## src/rtl/rgb_pwm_led.sv

```systemverilog
// Purpose : N-channel PWM LED driver with a shared prescaled timebase and per-channel OFF/STEADY/BLINK/BREATHE modes.
// Latency : a configuration write shows up on o_o one cycle after the next PWM-period boundary.
// Backpress: none; accepts one configuration write per cycle, and later writes overwrite earlier ones.
//
// Ports:
//   clk_i     single clock, rising edge
//   reset_i   synchronous active-high reset
//   we_i      configuration write strobe
//   waddr_i   target channel; writes to channels >= N are dropped
//   wdata_i   {mode[1:0], duty[WIDTH-1:0]} with modes 0 OFF, 1 STEADY, 2 BLINK, 3 BREATHE
//   o_o       registered active-high LED drive, one bit per channel
//   period_o  one-cycle pulse in the first cycle of each PWM period
module rgb_pwm_led #(
  parameter int N               = 3,
  parameter int WIDTH           = 8,
  parameter int DIV             = 48,
  parameter int BLINK_PERIODS   = 1953,
  parameter int BREATHE_PERIODS = 8
) (
  input  logic             clk_i,
  input  logic             reset_i,
  input  logic             we_i,
  input  logic [2:0]       waddr_i,
  input  logic [WIDTH+1:0] wdata_i,
  output logic [N-1:0]     o_o,
  output logic             period_o
);

  typedef enum logic [1:0] {
    MODE_OFF     = 2'd0,
    MODE_STEADY  = 2'd1,
    MODE_BLINK   = 2'd2,
    MODE_BREATHE = 2'd3
  } mode_e;

  typedef struct packed {
    mode_e            mode;
    logic [WIDTH-1:0] duty;
  } cfg_t;

  localparam cfg_t CFG_RST = '{mode: MODE_OFF, duty: '0};

  // Counter widths, kept at least 1 bit so the degenerate parameter values still elaborate.
  localparam int PSC_W = (DIV > 1)             ? $clog2(DIV)             : 1;
  localparam int BLK_W = (BLINK_PERIODS > 1)   ? $clog2(BLINK_PERIODS)   : 1;
  localparam int BRE_W = (BREATHE_PERIODS > 1) ? $clog2(BREATHE_PERIODS) : 1;

  localparam logic [PSC_W-1:0] PSC_MAX = PSC_W'(DIV - 1);
  localparam logic [BLK_W-1:0] BLK_MAX = BLK_W'(BLINK_PERIODS - 1);
  localparam logic [BRE_W-1:0] BRE_MAX = BRE_W'(BREATHE_PERIODS - 1);

  // Timebase state.
  logic [PSC_W-1:0] psc_q, psc_d;
  logic [WIDTH-1:0] cnt_q, cnt_d;
  logic [BLK_W-1:0] blk_q, blk_d;
  logic [BRE_W-1:0] bre_q, bre_d;
  logic             blink_on_q, blink_on_d;
  logic             period_q, period_d;

  // Per-channel state.
  cfg_t             shadow_q [N];
  cfg_t             shadow_d [N];
  cfg_t             active_q [N];
  cfg_t             active_d [N];
  logic [WIDTH-1:0] level_q  [N];
  logic [WIDTH-1:0] level_d  [N];
  logic [N-1:0]     up_q, up_d;
  logic [N-1:0]     o_q, o_d;

  // Combinational helpers.
  logic             tick;
  logic             boundary;
  logic             bre_step;
  logic [WIDTH-1:0] eff [N];

  // ---------------------------------------------------------------------------
  // Timebase: prescaler, PWM counter, blink phase and breathe step counter.
  // All of them are shared, which keeps every channel phase-aligned.
  // ---------------------------------------------------------------------------
  always_comb begin
    tick       = (psc_q == PSC_MAX);
    psc_d      = tick ? '0 : psc_q + 1'b1;
    cnt_d      = tick ? cnt_q + 1'b1 : cnt_q;
    // The boundary is the tick that takes the PWM counter from all-ones back to zero.
    boundary   = tick && (cnt_q == '1);
    period_d   = boundary;

    blk_d      = blk_q;
    blink_on_d = blink_on_q;
    if (boundary) begin
      if (blk_q == BLK_MAX) begin
        blk_d      = '0;
        blink_on_d = ~blink_on_q;
      end else begin
        blk_d = blk_q + 1'b1;
      end
    end

    bre_d    = bre_q;
    bre_step = boundary && (bre_q == BRE_MAX);
    if (boundary) begin
      bre_d = (bre_q == BRE_MAX) ? '0 : bre_q + 1'b1;
    end
  end

  // ---------------------------------------------------------------------------
  // Configuration: writes only touch the shadow copy; the active copy reloads
  // from the pre-write shadow at a boundary, so a write on the boundary cycle
  // waits one more period.
  // ---------------------------------------------------------------------------
  always_comb begin
    for (int i = 0; i < N; i++) begin
      shadow_d[i] = shadow_q[i];
      active_d[i] = active_q[i];
      // Matching on the index handles out-of-range addresses without a separate check.
      if (we_i && (waddr_i == 3'(i))) begin
        shadow_d[i] = cfg_t'(wdata_i);
      end
      if (boundary) begin
        active_d[i] = shadow_q[i];
      end
    end
  end

  // ---------------------------------------------------------------------------
  // Breathe ramp. It is evaluated at a boundary against the configuration that
  // becomes active there. Reaching either end flips direction without moving,
  // so the extreme level is held for one step.
  // ---------------------------------------------------------------------------
  always_comb begin
    up_d = up_q;
    for (int i = 0; i < N; i++) begin
      level_d[i] = level_q[i];
      if (boundary && (shadow_q[i].mode == MODE_BREATHE)) begin
        if (active_q[i].mode != MODE_BREATHE) begin
          // Entering breathe: restart the ramp from the bottom.
          level_d[i] = '0;
          up_d[i]    = 1'b1;
        end else if (bre_step) begin
          if (shadow_q[i].duty == '0) begin
            level_d[i] = '0;
            up_d[i]    = 1'b1;
          end else if (shadow_q[i].duty < level_q[i]) begin
            // The ceiling was lowered below the current level, so head down.
            up_d[i]    = 1'b0;
            level_d[i] = level_q[i] - 1'b1;
          end else if (up_q[i]) begin
            if (level_q[i] == shadow_q[i].duty) begin
              up_d[i] = 1'b0;
            end else begin
              level_d[i] = level_q[i] + 1'b1;
            end
          end else begin
            if (level_q[i] == '0) begin
              up_d[i] = 1'b1;
            end else begin
              level_d[i] = level_q[i] - 1'b1;
            end
          end
        end
      end
    end
  end

  // ---------------------------------------------------------------------------
  // Compare. It works from next-state values, so o_q reflects the new period's
  // configuration in the same cycle that period_q pulses. The inputs change
  // only on ticks, so the outputs change only in the cycle after a tick.
  // ---------------------------------------------------------------------------
  always_comb begin
    o_d = '0;
    for (int i = 0; i < N; i++) begin
      eff[i] = '0;
      unique case (active_d[i].mode)
        MODE_OFF:     eff[i] = '0;
        MODE_STEADY:  eff[i] = active_d[i].duty;
        MODE_BLINK:   eff[i] = blink_on_d ? active_d[i].duty : '0;
        MODE_BREATHE: eff[i] = level_d[i];
        default:      eff[i] = '0;
      endcase
      // A strict compare means a full-scale duty still ends every period low.
      o_d[i] = (eff[i] > cnt_d);
    end
  end

  always_ff @(posedge clk_i) begin
    if (reset_i) begin
      psc_q      <= '0;
      cnt_q      <= '0;
      blk_q      <= '0;
      bre_q      <= '0;
      blink_on_q <= 1'b1;
      period_q   <= 1'b0;
      up_q       <= '1;
      o_q        <= '0;
      for (int i = 0; i < N; i++) begin
        shadow_q[i] <= CFG_RST;
        active_q[i] <= CFG_RST;
        level_q[i]  <= '0;
      end
    end else begin
      psc_q      <= psc_d;
      cnt_q      <= cnt_d;
      blk_q      <= blk_d;
      bre_q      <= bre_d;
      blink_on_q <= blink_on_d;
      period_q   <= period_d;
      up_q       <= up_d;
      o_q        <= o_d;
      for (int i = 0; i < N; i++) begin
        shadow_q[i] <= shadow_d[i];
        active_q[i] <= active_d[i];
        level_q[i]  <= level_d[i];
      end
    end
  end

  assign o_o      = o_q;
  assign period_o = period_q;

endmodule

```

## config.mk

```make
export PLATFORM = sky130hd
export DESIGN_NAME = rgb_pwm_led
export DESIGN_NICKNAME = d
export VERILOG_FILES = /design/src/rtl/rgb_pwm_led.sv
export SDC_FILE = /design/constraint.sdc
export NUM_CORES = 1
export LEC_CHECK = 0
export BUFFER_PORTS_ARGS = -buffer_cell sky130_fd_sc_hd__buf_2
export CORE_MARGIN = 10
export CORE_UTILIZATION = 52
export CTS_CLUSTER_SIZE = 24
export DETAILED_ROUTE_END_ITERATION = 7
export HOLD_SLACK_MARGIN = 0.02
export PLACE_DENSITY = 0.73
export SYNTH_ARGS = -nofsm -noshare
export SYNTH_HDL_FRONTEND = slang
export SYNTH_SLANG_ARGS = --single-unit
```

## constraint.sdc

```tcl
create_clock -name clk_i -period 7 [get_ports clk_i]
set_input_delay 1.4 -clock clk_i [delete_from_list [all_inputs] [get_ports clk_i]]
set_output_delay 1.4 -clock clk_i [all_outputs]
set_load 0.05 [all_outputs]
```

==> reports/results.txt <==
Outcome = complete, no violations
Hold Path End = psc_q[0]
Synthesized cell area = 7590 µm²
Crit-path slowest cell = or4_1
EDFF count, synth = 0
Hold_sp = psc_q[0]
Starting Density = 52.6%
Detailed-route wire length per cell = 16.8 µm
Max-slew headroom = 28.5%
Drt pass-1 iters = 6
Hold Vio Cnt, Final = 0
Cts hold-fix bufs = 0
Grt ovf = 0
Final setup vio count = 0
Area of the core = 14400 µm²
Number of buffers created by CTS = 17
Initial antenna violation count = 0
Max Root-Sink Buffers = 2
Met1 Use GR = 27.7%
Ys Warns = 0
Final net count = 1083
Period minus WS final = 4.02 ns
H-tree levels = 4
F_max = 249 MHz
Sequential share of the synthesized area = 31.7%
Post-route clock period utilization = 57.4%
DP HPWL = 14800 µm
I/O pin count = 20
First-pass GRT wire length = 33400 µm
Syn-to-layout area delta = 10.3%
Post-synth top flop = dfxtp_1
Clk_skew = 0.0105 ns
Worst hold path class = flip-flop to flip-flop
RSZ-0062 raised after global routing = false
Max Cap Violations = 0
Setup TNS Final = 0 ns
CP Capture Type = flip-flop
Top cell type's share of synthesized area = 31.7%
Pwr Density = 199 nW/µm²
Average size of a mapped cell = 7.53 µm²
Number of global-route vias before repair = 6673
Clock Sinks = 120
Share of cells above drive strength 1 = 7.27%
Fin. max-slew vios = 0
CTS tree = done
Postcts setup bufs = 0
Largest net degree at the start of global routing = 84
CP Data Arrival Time = 4.33 ns
Clk Tree Root Cell = clkbuf_16
Reg-to-Reg Start = cnt_q[0]
Floorplan row count = 44
Maximum VDD drop = 193 µV
RR Endpoint = o_o[1]
Reg clk slew, reported paths = 0.06 ns
Synth Instances = 1008
Hold_ws = 0.451 ns
Synth async-reset ratio = 0%
Routed wire length = 20200 µm
Worst Path Required = 7.31 ns
Yosys reg bits = 120
Global router's overall resource usage = 20.4%
Hold Crit Depth = 1
Layer with the highest usage = met2
PortBufs = 19
GRT met2 Usage = 29.6%
Main area contributors after synthesis = dfxtp_1, ha_1, nand2_1
Die height = 141 µm
Die width = 141 µm
Syn_nets = 1086
ANT cells = 0
Reg2reg setup slack = 2.98 ns
Vias/cell = 6.05
Critical path class = flip-flop to flip-flop
Crit path max fanout = 13
Iter 0 DRT Violations = 740
Die Area = 19800 µm²
Area leader, netlist = dfxtp_1
P_leak = 3.12 nW
CTS resizes = 0
Slew @ Worst Pin = 1.06 ns
DR DRC count = 0
Met3 Use GR = 4.90%
Clock Latency Late Sink = 0.44 ns
Worst Reg-to-Reg Cells = 15
Routed Antenna Nets = 0
Startpoint types = flip-flop
RD Place Congestion = 0.997
Critical-path cell list = ha_1, nand3_1, or4_1, nor2_1, o21ai_1, o21ai_0, o221ai_1, ha_1, nor2b_1, o21ai_0, nand2b_1, a21oi_1, nor2_1, a211oi_1, nor3_1
Critical Path Max Stage Delay = 0.66 ns
Netlist cell types = 66
Vias = 7276
-- cells in the final DEF (no fill, tap or decap), drive strengths merged, types with 9 or more instances in the layout --
master,instances
clkbuf,18
nand3,41
nor3,23
o22ai,14
nand4,28
ha,62
nand2b,9
xnor2,42
dfxtp,120
a31oi,14
and3,12
xor2,9
nor4,12
a21o,10
nor2b,15
inv,51
o21ai,36
a21oi,104
buf,23
nand2,182
nor2,81
-- cells by family (layout without fill, tap and decap cells) --
logic type,after synthesis,after routing,share of synthesized area [%]
adder cells (fa/ha/maj),62,62,10.2
XOR/XNOR,51,51,5.89
flip-flops,120,120,31.7
buffers and inverters,87,97,4.35
AO/OA/AOI/OAI,246,246,20.2
AND/OR/NAND/NOR,440,440,27.4
multiplexers,2,2,0.264
-- power by group --
| part | internal [mW] | switching [mW] |
|---|---|---|
| sequential | 0.688 | 0.00712 |
| clock | 0.513 | 0.367 |
| combinational | 0.0305 | 0.0593 |
| total | 1.23 | 0.433 |
-- cell usage after synthesis, types with 7 or more instances --
master / n
or2_2: 7
a21oi_1: 104
a21o_1: 10
a211oi_1: 7
inv_1: 41
o211ai_1: 7
xor2_1: 9
xnor2_1: 42
nor3_1: 23
o21bai_1: 7
and3_1: 12
ha_1: 62
a31oi_1: 14
or3_1: 7
nand4_1: 28
o21ai_0: 30
nor2_1: 81
o22ai_1: 14
clkbuf_1: 41
nand2b_1: 9
nand3_1: 40
dfxtp_1: 120
nor2b_1: 15
nor4_1: 11
nand2_1: 182
-- layer usage --
metal  wire length, µm  vias to the layer above  share of wire [%]
met5                 0                        -                  0
met4               637                        0                3.1
met3              1630                       57                8.1
met2              8670                      290                 43
met1              9290                     3352                 46
li1                  -                     3577                  -
-- worst max path at each step --
stage	startpoint	end	slack, ns	cells past startpoint
5_1_grt	cnt_q[0]	o_o[1]	2.57	15
6_report	cnt_q[0]	o_o[1]	2.98	15
3_3_place_gp	psc_q[0]	o_o[1]	3.23	15
4_1_cts	psc_q[0]	o_o[1]	3.02	15
2_1_floorplan	psc_q[0]	o_o[0]	3.64	16
3_5_place_dp	psc_q[0]	o_o[1]	3.06	15
-- critical path: cells and delay by family, from the launching register on --
kind | cells | cell delay [ns]
AOI/OAI and AO/OA | 6 | 1.59
and+or+nand+nor | 7 | 1.34
adders and majority gates | 2 | 0.56
DFF | 1 | 0.39
-- flip-flops by register name (all words and copies together), names as in the netlist --
register	flops
period_o	1
shadow_q	30
blink_on_q	1
o_o	3
bre_q	3
psc_q	6
level_q	24
cnt_q	8
up_q	3
blk_q	11
active_q	30
-- area by class of cell --
type	instances	area [µm²]
Multi-Input combinational cell	801	4870
Tap cell	184	230
Clock buffer	18	439
Clock inverter	14	151
Timing Repair Buffer	23	125
Fill cell	1358	6050
Sequential cell	120	2400
Inverter	42	158
-- per-stage QoR --
stage | area, µm² | instances | total power [mW] | worst slack, ns | utilization [%]
after floorplan | 7590 | 1008 | 0.771 | 3.64 | -
after global placement | 7780 | 1170 | 0.798 | 3.23 | 54.0
after detailed placement | 7780 | 1170 | 0.798 | 3.06 | 54.0
after CTS | 8370 | 1202 | 1.67 | 3.02 | 58.1
after global routing | 8370 | 1202 | 1.72 | 2.57 | 58.1
final | 8370 | 1202 | 1.67 | 2.98 | 58.1
Note: power is estimated with default switching activity, not from simulation.
